==> config.mk <==
export PLATFORM = sky130hd
export DESIGN_NAME = matmul_host_link
export DESIGN_NICKNAME = d
export VERILOG_FILES = /design/src/rtl/matmul_host_link.sv
export SDC_FILE = /design/constraint.sdc
export NUM_CORES = 1
export LEC_CHECK = 0
export CAP_MARGIN = 5
export CORE_ASPECT_RATIO = 0.5
export CORE_UTILIZATION = 40
export DETAILED_ROUTE_END_ITERATION = 10
export PLACE_DENSITY = 0.55
export REMOVE_ABC_BUFFERS = 1
export SYNTH_ARGS = -nofsm -noshare
export SYNTH_HDL_FRONTEND = slang
export SYNTH_SLANG_ARGS = --single-unit
==> constraint.sdc <==
create_clock -name clk -period 5.4 [get_ports clk]
set_clock_uncertainty 0.2 [all_clocks]
set_input_delay 1.08 -clock clk [delete_from_list [all_inputs] [get_ports clk]]
set_output_delay 1.08 -clock clk [all_outputs]
set_load 0.005 [all_outputs]
==> src/rtl/matmul_host_link.sv <==
// Host-side link to a 3x3 byte matrix multiplier: streams 18 operand bytes out,
// collects 27 result bytes back into nine 18-bit words, with timeout and format checks.
module matmul_host_link #(
    parameter int unsigned TIMEOUT = 1024
) (
    input  logic        clk,
    input  logic        rst_n,
    input  logic        load_we,
    input  logic [4:0]  load_addr,
    input  logic [7:0]  load_data,
    input  logic        start,
    output logic [7:0]  tx_data,
    output logic        tx_valid,
    input  logic [7:0]  rx_data,
    input  logic        rx_valid,
    input  logic [3:0]  rd_addr,
    output logic [17:0] rd_data,
    output logic        busy,
    output logic        done,
    output logic        timeout_err,
    output logic        fmt_err
);

    localparam int unsigned NOPS = 18;
    localparam int unsigned NRES = 9;
    localparam int unsigned RW   = 18;
    localparam int unsigned CW   = 16;

    typedef enum logic [2:0] {
        S_IDLE,
        S_SEND,
        S_WAIT,
        S_RECV,
        S_DONE,
        S_ERR
    } state_t;

    state_t          state_q, state_d;
    logic [4:0]      snd_q, snd_d;
    logic [CW-1:0]   idle_q, idle_d;
    logic [3:0]      ridx_q, ridx_d;
    logic [1:0]      lane_q, lane_d;
    logic [7:0]      tx_data_q, tx_data_d;
    logic            tx_valid_q, tx_valid_d;
    logic            busy_q, busy_d;
    logic            done_q, done_d;
    logic            terr_q, terr_d;
    logic            ferr_q, ferr_d;
    logic            op_we, res_clr, res_we;

    logic [7:0]      opbuf_q [NOPS];
    logic [RW-1:0]   res_q   [NRES];

    // Next-state and registered-output logic
    always_comb begin
        state_d    = state_q;
        snd_d      = snd_q;
        idle_d     = idle_q;
        ridx_d     = ridx_q;
        lane_d     = lane_q;
        tx_data_d  = tx_data_q;
        tx_valid_d = tx_valid_q;
        busy_d     = busy_q;
        done_d     = done_q;
        terr_d     = terr_q;
        ferr_d     = ferr_q;
        op_we      = 1'b0;
        res_clr    = 1'b0;
        res_we     = 1'b0;

        unique case (state_q)
            S_IDLE, S_DONE, S_ERR: begin
                // A start in the same cycle as a load discards the load
                if (start) begin
                    state_d    = S_SEND;
                    tx_valid_d = 1'b1;
                    tx_data_d  = opbuf_q[0];
                    snd_d      = 5'd1;
                    busy_d     = 1'b1;
                    done_d     = 1'b0;
                    terr_d     = 1'b0;
                    ferr_d     = 1'b0;
                    ridx_d     = '0;
                    lane_d     = '0;
                    res_clr    = 1'b1;
                end else if (load_we && (load_addr <= 5'(NOPS - 1))) begin
                    op_we = 1'b1;
                end
            end
            S_SEND: begin
                if (snd_q == 5'(NOPS)) begin
                    state_d    = S_WAIT;
                    tx_valid_d = 1'b0;
                    tx_data_d  = '0;
                    idle_d     = '0;
                end else begin
                    tx_data_d = opbuf_q[snd_q];
                    snd_d     = snd_q + 5'd1;
                end
            end
            S_WAIT, S_RECV: begin
                if (rx_valid) begin
                    res_we  = 1'b1;
                    idle_d  = '0;
                    state_d = S_RECV;
                    if (lane_q == 2'd2) begin
                        lane_d = '0;
                        ridx_d = ridx_q + 4'd1;
                        if (rx_data[7:2] != 6'd0) begin
                            ferr_d = 1'b1;
                        end
                        if (ridx_q == 4'(NRES - 1)) begin
                            state_d = S_DONE;
                            done_d  = 1'b1;
                            busy_d  = 1'b0;
                        end
                    end else begin
                        lane_d = lane_q + 2'd1;
                    end
                end else begin
                    idle_d = idle_q + CW'(1);
                    if (idle_d == CW'(TIMEOUT)) begin
                        state_d = S_ERR;
                        terr_d  = 1'b1;
                        busy_d  = 1'b0;
                    end
                end
            end
            default: state_d = S_IDLE;
        endcase
    end

    // State, output and buffer registers
    always_ff @(posedge clk or negedge rst_n) begin
        if (!rst_n) begin
            state_q    <= S_IDLE;
            snd_q      <= '0;
            idle_q     <= '0;
            ridx_q     <= '0;
            lane_q     <= '0;
            tx_data_q  <= '0;
            tx_valid_q <= 1'b0;
            busy_q     <= 1'b0;
            done_q     <= 1'b0;
            terr_q     <= 1'b0;
            ferr_q     <= 1'b0;
            for (int i = 0; i < int'(NOPS); i++) opbuf_q[i] <= '0;
            for (int i = 0; i < int'(NRES); i++) res_q[i] <= '0;
        end else begin
            state_q    <= state_d;
            snd_q      <= snd_d;
            idle_q     <= idle_d;
            ridx_q     <= ridx_d;
            lane_q     <= lane_d;
            tx_data_q  <= tx_data_d;
            tx_valid_q <= tx_valid_d;
            busy_q     <= busy_d;
            done_q     <= done_d;
            terr_q     <= terr_d;
            ferr_q     <= ferr_d;
            if (op_we) begin
                opbuf_q[load_addr] <= load_data;
            end
            if (res_clr) begin
                for (int i = 0; i < int'(NRES); i++) res_q[i] <= '0;
            end else if (res_we) begin
                // Only the two low bits of a lane-2 byte are meaningful
                case (lane_q)
                    2'd0:    res_q[ridx_q][7:0]   <= rx_data;
                    2'd1:    res_q[ridx_q][15:8]  <= rx_data;
                    default: res_q[ridx_q][17:16] <= rx_data[1:0];
                endcase
            end
        end
    end

    assign tx_data     = tx_data_q;
    assign tx_valid    = tx_valid_q;
    assign busy        = busy_q;
    assign done        = done_q;
    assign timeout_err = terr_q;
    assign fmt_err     = ferr_q;
    assign rd_data     = (rd_addr <= 4'(NRES - 1)) ? res_q[rd_addr] : '0;

endmodule
==> metrics.md <==
| Metric | Value |
|---|---|
| Status | finished clean |
| PwrDens | 376.3 nW/um^2 |
| Initial antenna violation count | 0 |
| Post-route setup TNS | 0 ns |
| Mux contribution to synthesized area | 21.78% |
| Max Cap Violations | 0 |
| Setup violations, final | 0 |
| Average wire per standard cell | 19.64 um |
| Yosys warns | 0 |
| Worst Hold Endpoint | res_q[127] |
| Peak supply drop | 0.1699 mV |
| Nets | 1559 |
| Worst Hold Class | reg -> reg |
| CP arrival | 3.23 ns |
| Worst Reg-to-Reg Cells | 6 |
| First-pass GRT wire length | 67060 um |
| Min-Delay Path Depth | 2 |
| I/O pin total | 61 |
| CTS root buf | clkbuf_16 |
| Post-synth ARST share | 100.0% |
| Clock transition at the registers of the reported paths | 0.06 ns |
| Layout cells sized above 1 | 20.18% |
| Final Hold Viols | 0 |
| Largest family of logic cells by synthesized area | multiplexers |
| Initial Util | 40.90% |
| Vias | 11580 |
| Crit share post-route | 83.56% |
| Die span in x | 290.8 um |
| Post-synth top flop | dfrtp_1 |
| Port buffer count | 60 |
| Synth Area in Simple Gates | 13.10% |
| Net Sw Power | 2.080 mW |
| Compound-Gate Fraction of Synth Area | 8.811% |
| DP Wirelength | 26560 um |
| Die area | 42580 um^2 |
| 1st-pass router iterations | 5 |
| Clock latency on the worst-skew pair | 0.53 ns |
| Vias in the first global route | 11980 |
| Switching part of the total | 29.32% |
| Clk buf depth | 3 |
| CTS tree | yes |
| Min-Delay Startpoint | res_q[127] |
| Pin count of the biggest net entering global routing | 117 |
| Dpl cell area | 17720 um^2 |
| Combinational share of power | 20.1% |
| Max FO, Critical Path | 17 |
| Initial drt markers | 911 |
| Area growth, synth to finish | 13.00% |
| Avg Cell Area, Syn | 11.03 um^2 |
| Leak | 8.349 nW |
| Die height | 146.4 um |
| Path type of the worst setup path | in -> out |
| CORE AREA | 40790 um^2 |
| Tot GR Track Use | 19.92% |
| PostCTS Resize Cnt | 0 |
| Post-CTS Hold Buffers | 0 |
| RSZ-0062 raised after global routing | no |
| Synth unique cells | 53 |
| RR Endpoint | tx_data[2] |
| Reg power frac | 45.3% |
| Synth Area in XOR/XNOR | 0.2100% |
| Max frequency | 0.2216 GHz |
| Setup Fix Bufs, Post-CTS | 0 |
| EDFF count, synth | 0 |
| Design Area, Final | 18850 um^2 |
| Worst Max-Slew Pin Slew | 1.258 ns |
| Register bit total from synthesis | 349 |
| Total CTS buffers | 35 |
| Residual DRC | 0 |
| Final Slew Violations | 0 |
| Crit path required time | 4.12 ns |
| Std-Cell Rows | 52 |
| R2R Setup Slk | 2.26 ns |
| Grt ovf | 0 |
| Internal power | 5.015 mW |
| Via-per-instance ratio | 5.549 |
| Max-slew headroom | 15.79% |
| Period minus WS final | 4.512 ns |
| Worst setup EP type | primary output |
| Clock sink total | 349 |
| Post-route ant nets | 0 |
| ANT cells | 0 |
| Routed wire length | 40960 um |
| Critical Path Source Type | input port |
| Post-synthesis cell area | 16680 um^2 |
| Synth Area in Adders | 0.5999% |
| RR Startpoint | snd_q[1] |
| H-tree Lvls | 2 |
| Gpl congestion | 0.8020 |
| Clock network fraction of design power | 34.5% |
| Synth Instances | 1513 |
| Seq/Total Area, Yosys | 52.34% |
kinds of logic (layout without fill, tap and decap cells):
family,count (synthesis),after routing
simple gates,506,506
flops,349,349
compound gates,268,268
mux,250,250
buf+inv,128,161
fa+ha+maj,8,8
xor+xnor,4,4
metrics by stage:
stage                     hold slack [ns]  worst slack [ns]  cells  util [%]  power [mW]
after detailed placement           0.2876            0.8409   2024     43.43       4.708
after CTS                          0.3010            0.8405   2086     46.22       7.176
after global placement             0.2765            0.8469   2024     43.43       4.657
after floorplan                    0.2633             1.114   1401         -       4.108
final                              0.2967            0.8878   2086     46.22       7.095
after global routing               0.3102            0.7185   2086     46.22       7.481
registers in the layout (all words and copies together), names as in the netlist:
name / count
res_q: 162
opbuf_q: 144
idle_q: 16
tx_data: 8
snd_q: 5
ridx_q: 4
state_q: 3
lane_q: 2
busy: 1
done: 1
fmt_err: 1
timeout_err: 1
tx_valid: 1
cell type report:
cell class / instances / area, um^2
fillers: 3640 / 21940
flip-flops and latches: 349 / 8735
multi-input cells: 1036 / 7442
clock buffers: 50 / 1025
repair buffers: 83 / 805.8
well taps: 540 / 675.6
clock inverters: 12 / 110.1
inverters: 16 / 60.06
layout by cell type (no fill, tap or decap), drive strengths merged, types with 3 or more instances in the layout:
cell type	synthesis	final
and3	12	12
and2	3	3
nand3	54	54
nor2	68	68
mux2	145	145
mux2i	29	29
clkinv	0	10
dfrtp	349	349
clkbuf	85	50
a22o	3	3
xor2	4	4
ha	8	8
nand2	313	313
inv	16	16
or3	4	4
o221ai	10	10
nand2b	7	7
nand4	10	10
mux4	76	76
buf	27	26
nor2b	7	7
o41ai	3	3
nor3	9	9
clkdlybuf4s50	0	57
o21ai	205	205
a21oi	29	29
nor4	7	7
cell usage after synthesis, types with 3 or more instances:
cell type    n  share of area, %
o21ai_1     23              0.69
nand4_1     10              0.37
a22o_1       3              0.16
and3_1      12              0.45
nand2b_1     7              0.26
o21ai_0    182               5.5
ha_1         8              0.60
nor4_1       6              0.22
dfrtp_1    349                52
mux2i_1     29               1.7
nor2_1      67               1.5
clkbuf_1    85               1.9
o41ai_1      3              0.16
mux2_2     145               9.8
buf_6        4              0.27
o221ai_1    10              0.52
nor3_1       8              0.24
buf_1       11              0.25
and2_1       3              0.11
a21oi_1     29              0.87
nor2b_1      7              0.26
nand2_1    313               7.0
mux4_2      76                10
xor2_1       4              0.21
or3_1        4              0.15
nand3_1     53               1.6
inv_1       15              0.34
buf_2       12              0.36
power groups by stage:
stage          Sequential [mW]  Clock (mW)  Combinational [mW]
2_1_floorplan             3.21           0               0.900
5_1_grt                   3.26        2.64                1.58
3_3_place_gp              3.25           0                1.41
3_5_place_dp              3.26           0                1.44
6_report                  3.22        2.45                1.43
4_1_cts                   3.22        2.51                1.45
per-layer routing:
layer  share of wire [%]  up-vias  global-route usage, %
met3                 4.0       50                  3.166
met1                  45     5915                  27.01
met2                  49      220                  33.61
li1                    -     5390                      -
met5                   0        -                      0
met4                 1.7        0                  4.894
worst max-delay path, stage by stage:
cell,delay [ns]
buf_2,0.54
buf_4,0.33
mux4_2,0.51
mux2i_1,0.15
o21ai_0,0.12
clkdlybuf4s50_1,0.48
how the worst max path moves through the flow:
| stage | startpoint | end | slack, ns | depth (start not counted) |
|---|---|---|---|---|
| after floorplan | start | tx_data[0] | 1.11 | 4 |
| after global placement | rd_addr[0] | rd_data[14] | 0.85 | 6 |
| after detailed placement | rd_addr[0] | rd_data[14] | 0.84 | 6 |
| after CTS | rd_addr[0] | rd_data[14] | 0.84 | 6 |
| after global routing | rd_addr[0] | rd_data[14] | 0.72 | 6 |
| final | rd_addr[0] | rd_data[14] | 0.89 | 6 |
Power figures use the tool's default switching activity.
